`src/rtl/stage6_bsn4_seq_check.sv`:
```
// Stage 6: per-lane BSN4 sequence checker for the three message lanes.
// Flags in-order, gap and stale/duplicate messages and keeps saturating gap counts.
module stage6_bsn4_seq_check #(
   parameter int unsigned     BSN_W  = 32,
   parameter int unsigned     MUXW   = 4,
   parameter int unsigned     NTW    = 4,
   parameter logic [MUXW-1:0] MUX_N  = MUXW'(1),
   parameter logic [NTW-1:0]  TYPE_M = NTW'(1),
   parameter int unsigned     CNT_W  = 16
) (
   input  logic             clk,
   input  logic             rst,
   input  logic             message_en,
   input  logic [MUXW-1:0]  message_mux_control_m1,
   input  logic [MUXW-1:0]  message_mux_control_m2,
   input  logic [MUXW-1:0]  message_mux_control_m3,
   input  logic [NTW-1:0]   N_type_control_m1,
   input  logic [NTW-1:0]   N_type_control_m2,
   input  logic [NTW-1:0]   N_type_control_m3,
   input  logic [BSN_W-1:0] BSN4_1,
   input  logic [BSN_W-1:0] BSN4_2,
   input  logic [BSN_W-1:0] BSN4_3,
   input  logic             resync,
   output logic [BSN_W-1:0] bsn4_q_1,
   output logic [BSN_W-1:0] bsn4_q_2,
   output logic [BSN_W-1:0] bsn4_q_3,
   output logic             seq_vld_1,
   output logic             seq_vld_2,
   output logic             seq_vld_3,
   output logic             seq_ok_1,
   output logic             seq_ok_2,
   output logic             seq_ok_3,
   output logic             seq_gap_1,
   output logic             seq_gap_2,
   output logic             seq_gap_3,
   output logic             seq_dup_1,
   output logic             seq_dup_2,
   output logic             seq_dup_3,
   output logic [BSN_W-1:0] gap_len_1,
   output logic [BSN_W-1:0] gap_len_2,
   output logic [BSN_W-1:0] gap_len_3,
   output logic [CNT_W-1:0] gap_cnt_1,
   output logic [CNT_W-1:0] gap_cnt_2,
   output logic [CNT_W-1:0] gap_cnt_3
);

   typedef enum logic {UNSYNC, TRACK} state_t;

   state_t           state  [3];
   logic [BSN_W-1:0] expn   [3];
   logic [BSN_W-1:0] bsn    [3];
   logic [BSN_W-1:0] diff   [3];
   logic [BSN_W-1:0] q_r    [3];
   logic [BSN_W-1:0] glen_r [3];
   logic [CNT_W-1:0] cnt_r  [3];
   logic [2:0]       v;
   logic [2:0]       vld_r, ok_r, gap_r, dup_r;

   assign v[0] = message_en && (message_mux_control_m1 == MUX_N) && (N_type_control_m1 == TYPE_M);
   assign v[1] = message_en && (message_mux_control_m2 == MUX_N) && (N_type_control_m2 == TYPE_M);
   assign v[2] = message_en && (message_mux_control_m3 == MUX_N) && (N_type_control_m3 == TYPE_M);
   assign bsn[0] = BSN4_1;
   assign bsn[1] = BSN4_2;
   assign bsn[2] = BSN4_3;

   // Modular distance from the expected BSN; the MSB separates forward gaps from stale values.
   always_comb begin
      for (int unsigned i = 0; i < 3; i++) begin
         diff[i] = bsn[i] - expn[i];
      end
   end

   always_ff @(posedge clk) begin
      if (rst) begin
         vld_r <= '0;
         ok_r  <= '0;
         gap_r <= '0;
         dup_r <= '0;
         for (int unsigned i = 0; i < 3; i++) begin
            state[i]  <= UNSYNC;
            expn[i]   <= '0;
            q_r[i]    <= '0;
            glen_r[i] <= '0;
            cnt_r[i]  <= '0;
         end
      end else begin
         for (int unsigned i = 0; i < 3; i++) begin
            vld_r[i]  <= v[i];
            ok_r[i]   <= 1'b0;
            gap_r[i]  <= 1'b0;
            dup_r[i]  <= 1'b0;
            glen_r[i] <= '0;
            if (v[i]) begin
               q_r[i] <= bsn[i];
               // resync coinciding with a valid message treats it as the first after sync
               if (resync || state[i] == UNSYNC) begin
                  ok_r[i]  <= 1'b1;
                  expn[i]  <= bsn[i] + 1'b1;
                  state[i] <= TRACK;
               end else if (diff[i] == '0) begin
                  ok_r[i] <= 1'b1;
                  expn[i] <= expn[i] + 1'b1;
               end else if (!diff[i][BSN_W-1]) begin
                  gap_r[i]  <= 1'b1;
                  glen_r[i] <= diff[i];
                  expn[i]   <= bsn[i] + 1'b1;
                  if (cnt_r[i] != '1) cnt_r[i] <= cnt_r[i] + 1'b1;
               end else begin
                  dup_r[i] <= 1'b1;
               end
            end else if (resync) begin
               state[i] <= UNSYNC;
            end
         end
      end
   end

   assign bsn4_q_1  = q_r[0];
   assign bsn4_q_2  = q_r[1];
   assign bsn4_q_3  = q_r[2];
   assign seq_vld_1 = vld_r[0];
   assign seq_vld_2 = vld_r[1];
   assign seq_vld_3 = vld_r[2];
   assign seq_ok_1  = ok_r[0];
   assign seq_ok_2  = ok_r[1];
   assign seq_ok_3  = ok_r[2];
   assign seq_gap_1 = gap_r[0];
   assign seq_gap_2 = gap_r[1];
   assign seq_gap_3 = gap_r[2];
   assign seq_dup_1 = dup_r[0];
   assign seq_dup_2 = dup_r[1];
   assign seq_dup_3 = dup_r[2];
   assign gap_len_1 = glen_r[0];
   assign gap_len_2 = glen_r[1];
   assign gap_len_3 = glen_r[2];
   assign gap_cnt_1 = cnt_r[0];
   assign gap_cnt_2 = cnt_r[1];
   assign gap_cnt_3 = cnt_r[2];

endmodule

```
`config.mk`:
```
export PLATFORM = sky130hd
export DESIGN_NAME = stage6_bsn4_seq_check
export DESIGN_NICKNAME = d
export VERILOG_FILES = /design/src/rtl/stage6_bsn4_seq_check.sv
export SDC_FILE = /design/constraint.sdc
export NUM_CORES = 1
export LEC_CHECK = 0
export ABC_AREA = 1
export CORE_UTILIZATION = 45
export CTS_CLUSTER_DIAMETER = 40
export CTS_CLUSTER_SIZE = 24
export DETAILED_ROUTE_END_ITERATION = 6
export PLACE_DENSITY = 0.7
export SYNTH_ARGS = -nofsm -noshare
export SYNTH_HDL_FRONTEND = slang
export SYNTH_SLANG_ARGS = --single-unit
```
`constraint.sdc`:
```
create_clock -name clk -period 4.1 [get_ports clk]
set_input_delay 0.615 -clock clk [delete_from_list [all_inputs] [get_ports clk]]
set_output_delay 0.615 -clock clk [all_outputs]
set_load 0.05 [all_outputs]
```
# Yosys cells after proc, flatten, opt, wreduce, memory -nomap -nowiden
# Memories as Yosys holds them, arrays and structs flattened.
# Cells that the tools add are included.
# Widths: inputs -> output; s select.
[op_classes]
addsub = 12
eq_ne = 9
mux = 121
bitwise_logic = 33
reduce_logical = 18
[ops]
columns = ["op", "count"]
rows = [
  ["$mux 32", 18],
  ["$add 32x1->32 const B", 6],
  ["$mux 1", 100],
  ["$logic_not 32->1", 3],
  ["$sub 32x32->32", 3],
  ["$add 16x1->16 const B", 3],
  ["$mux 16", 3],
  ["$ne 16x16->1 const B", 3],
  ["$or 1x1->1", 27],
  ["$eq 4x1->1 const B", 6],
  ["$reduce_or 4->1", 3],
  ["$logic_and 1x1->1", 6],
  ["$not 1->1", 6],
  ["$reduce_or 2->1", 3],
  ["$logic_or 1x1->1", 3],
]
[totals]
ff_bits = 12
mem_bits_rw = 339
inputBits = 124
output_inout_bits = 252
word_cells = 206
memories = 5
[mem_list]
columns = ["name", "depth", "width", "rd", "rd_clocked_by_memory_dff", "write_ports", "line", "rtl"]
rows = [
  ["expn", 3, 32, 3, 0, 3, "50", "logic [BSN_W-1:0] expn [3];"],
  ["glen_r", 3, 32, 3, 0, 3, "54", "logic [BSN_W-1:0] glen_r [3];"],
  ["q_r", 3, 32, 3, 0, 3, "53", "logic [BSN_W-1:0] q_r [3];"],
  ["cnt_r", 3, 16, 3, 0, 3, "55", "logic [CNT_W-1:0] cnt_r [3];"],
  ["state", 3, 1, 3, 0, 3, "49", "state_t state [3];"],
]

# Depth between registers and ports, before layout
[depth]
word_depth = 9
mapped_depth = 26
depth_no_buf = 24

# Least setup slack after synthesis
# Ideal clock, no wire load.
[synth_timing]
path_kind = "input to register"
from = "input BSN4_2[0]"
to = "memory expn[1][0] (enable)"
arrival_ns = 3.479
slack_ns = 0.059
stages = 20
n_path_buf = 1
path_cell_list = "inv_1 -> ha_1 -> fa_1 -> inv_1 -> nand2_1 -> nand2_1 -> nand3_1 -> nand2_1 -> nand2_1 -> nand3_1 -> nand2_1 -> nor2_1 -> nand2_1 -> nor2_1 -> nand2_1 -> nor2_2 -> nand3_2 -> nand3_4 -> clkbuf_1 -> nand3_1"
[synth_lines]
columns = ["element", "line", "rtl"]
rows = [
  ["from (decl)", "21", "input logic [BSN_W-1:0] BSN4_2,"],
  ["to (decl)", "50", ""],
]

==> metrics.csv <==
stage;metric;value;unit
setup_path;Reg-to-Reg Start;expn[1][0];
yosys;synth top area cells;edfxtp_1 (38%), nand2_1 (16%), inv_1 (9.2%), nor2_1 (5.2%), ha_1 (4.7%);
yosys;Async SR Flop Fraction;0;%
sta;Final Setup Violations;0;
grt;vias in the first global route;24900;
yosys;Mean Syn Cell Area;7.13;um^2
drt;drt first pass iters;7;
setup_path;Worst Setup SP;BSN4_3[0];
finish;fraction of layout cells with a size suffix above 1;10.6;%
yosys;post-synthesis cell type count;57;
drt;final WL;84500;um
grt;largest net degree at the start of global routing;50;
yosys;post-synthesis mux area share;0.0371;%
drt;post-route ant nets;0;
drt;routed vias;26600;
setup_path;cell with the most instances on the worst path;nand2_1;
grt;first-pass GRT wire length;132000;um
sta;Rel. slew slack;54.4;%
drt;wire length per cell;15.8;um
cts;CTS Root Cell;clkbuf_16;
yosys;Seq/Total Area, Yosys;38.6;%
finish;P&R area growth vs syn;34.3;%
finish;commonest cells after routing, fill and taps aside;nand2_1 (1,137), inv_1 (664), clkdlybuf4s50_1 (375), nor2_1 (373), edfxtp_1 (338);
grt;antenna violations before repair;1;
sta;Setup TNS Final;0;ps
power_and_ir_drop;Pwr per Cell Area;319;mW/mm^2
floorplanning;die height;247;um
sta;max-slew violations;0;
drt;Via density;4.96;
cts;cts bufs inserted;59;
drt;DR iter-0 viols;2124;
finish;commonest non-fill, non-tap cell in the layout;nand2_1;
yosys;Synth Area in Adders;4.95;%
yosys;area share of the largest cell type after synthesis;37.6;%
floorplanning;die width;247;um
setup_path;CP Cell Sequence;clkdlybuf4s50_1 > inv_1 > ha_1 > fa_1 > nand3b_1 > nand2_1 > buf_4 > nand2_1 > nand2_1 > nand2_1 > nand2_1 > nand4_1 > nand3_1 > nand2_1 > nor2_1 > nand2_1 > nor2_2 > nand2_1 > buf_4 > nand2_4 > inv_2 > buf_12 > o21ai_1 > nand2_1;
sta;Final Hold Fails;0;
cts;CTS sink cnt;351;
power_and_ir_drop;worst vdd ir;0.366;mV
setup_path;Startpoint Class;input port;
drt;DRC errors left;36;
yosys;Yosys reg bits;351;
yosys;main flop type after synthesis;edfxtp_1;
setup_path;critical path peak fanout;14;
setup_path;Worst Path Required;4470;ps
sta;fmax;0.271;GHz
setup_path;Worst Setup Path Type;in -> reg;
run_status;failing checks;design-rule violations;
place;Buffers on Ports;375;
run_status;status;finished with violations;
setup_path;Critical Path AT;4060;ps
floorplanning;Initial Utilization;45.6;%
yosys;number of enable flip-flop cells after synthesis;338;
yosys;Syn Inst Count;3784;
floorplanning;Std-Cell Rows;89;
setup_path;CP endpoint;expn[2][4];
yosys;largest family of logic cells by synthesized area;simple AND/OR/NAND/NOR gates;
setup_path;CP max stage delay;490;ps
yosys;Synth Warn #;0;
yosys;mapped cell area;0.0270;mm^2
yosys;simple-gate share of the synthesized area;32.4;%
sta;RSZ-0062 raised after global routing;no;
place;final weighted congestion in routability-driven placement;0.967;
yosys;most area-hungry cell type in the Yosys netlist;edfxtp_1;
power_and_ir_drop;Tot Pwr;11.6;mW
cts;Reg clk slew, reported paths;60;ps
floorplanning;I/O pin total;376;
setup_path;R2R cell count;23;
finish;nets;4767;
power_and_ir_drop;Static Leak;17.8;nW
cts;CTS tree;built;
sta;min Tclk post-route;3690;ps
cts;H-tree depth;2;
worst_hold_path;hold crit path type;reg -> reg;
floorplanning;Die Area;0.0610;mm^2
finish;ANT cells;0;
cts;Resized Gates After CTS;0;
setup_path;Setup crit end kind;register;
cts;Clock Latency Late Sink;620;ps
cts;hold-fix buffers at CTS;0;
place;hpwl dp;67900;um
sta;Slew @ Worst Pin;682;ps
yosys;post-synthesis compound-gate area fraction;7.27;%
sta;fin crit share;90.1;%
grt;total grt overflow;0;
floorplanning;Core Region;0.0591;mm^2
sta;clock skew;18.9;ps
cts;Max clock buf depth;3;
setup_path;Worst R2R Setup Slack;470;ps
yosys;xor and xnor fraction of the mapped netlist area;5.78;%
cts;Post-CTS Setup Repair Bufs;0;
setup_path;Slowest-stage cell, CP;clkdlybuf4s50_1;
grt;total track usage;27.5;%
run;max-cap viol count;0;
finish;Finished Core Util;61.3;%
setup_path;reg2reg end;expn[0][28];
==> flip-flops by register name, summed over array words and instances, names as in the netlist <==
register / cells
cnt_r: 48
expn: 96
vld_r: 3
dup_r: 3
state: 3
q_r: 96
ok_r: 3
gap_r: 3
glen_r: 96
==> cells by family after synthesis <==
family                   count (synthesis)
buffers and inverters                  760
other                                    2
XOR/XNOR                               178
AND/OR/NAND/NOR                       2038
adder cells (fa/ha/maj)                105
AO/OA/AOI/OAI                          349
flip-flops                             351
multiplexers                             1
==> per-stage QoR <==
stage | hold slack, ps | area (um^2) | setup slack [ps] | instances
finish | 478 | 36200 | 408 | 5361
detailed placement | 461 | 34200 | -182 | 5250
global placement | 461 | 34200 | -91.9 | 5250
CTS | 474 | 36200 | 463 | 5361
global route | 506 | 36200 | 71.6 | 5361
floorplan | 449 | 27400 | 59.5 | 3881
==> cell usage after synthesis, types with 4 or more instances <==
cell type	count
edfxtp_1	338
a31oi_1	7
nand2_1	1139
or2_2	21
a21o_1	4
and2_1	9
dfxtp_1	13
nand3_1	238
nor2_2	7
nor3_1	73
and3_1	4
o21ai_1	18
ha_1	102
nor3_2	9
or2_0	5
nor2_1	373
o21bai_1	37
xor2_1	132
clkbuf_1	35
o21ai_0	83
nand4_1	82
a21oi_2	11
a21oi_1	165
nand3b_1	26
o21a_1	12
nor4_1	30
buf_6	13
buf_2	16
inv_2	30
xnor2_1	46
inv_1	664
==> worst min path at each step <==
stage	startpoint	endpoint	cells past startpoint
after floorplan	state[2]	state[2]	2
after global placement	state[2]	state[2]	2
after detailed placement	state[2]	state[2]	2
after CTS	state[2]	state[2]	2
after global routing	state[2]	state[2]	2
final	state[2]	state[2]	2
==> power by group <==
part           leakage [nW]  internal, mW  switching, mW
Sequential             3.54          4.06         0.0716
Combinational          13.3         0.898           1.51
Clock                 0.968          3.08           1.94
Total                  17.8          8.03           3.52
==> per-layer routing <==
| layer | track usage (%) | up-vias | part of all wire, % |
|---|---|---|---|
| met5 | 0 | - | 0.015 |
| met4 | 7.04 | 2 | 2.3 |
| met3 | 5.68 | 117 | 8.3 |
| met2 | 43.4 | 885 | 44 |
| met1 | 38.1 | 12000 | 45 |
| li1 | - | 13600 | - |
==> final cells by class <==
type | instances | area (um^2)
clock buffer | 63 | 1490
timing repair buffer | 662 | 6250
tap | 773 | 967
multi-input combinational | 2770 | 14000
clock inverter | 48 | 532
inverter | 694 | 2610
sequential | 351 | 10400
fill | 5397 | 22900
==> worst max-delay path, delay by kind of cell <==
family	cells	cell delay (ps)
fa+ha+maj	2	590
simple gates	15	1600
compound gates	1	130
buf+inv	6	1120
Power figures use the tool's default switching activity.
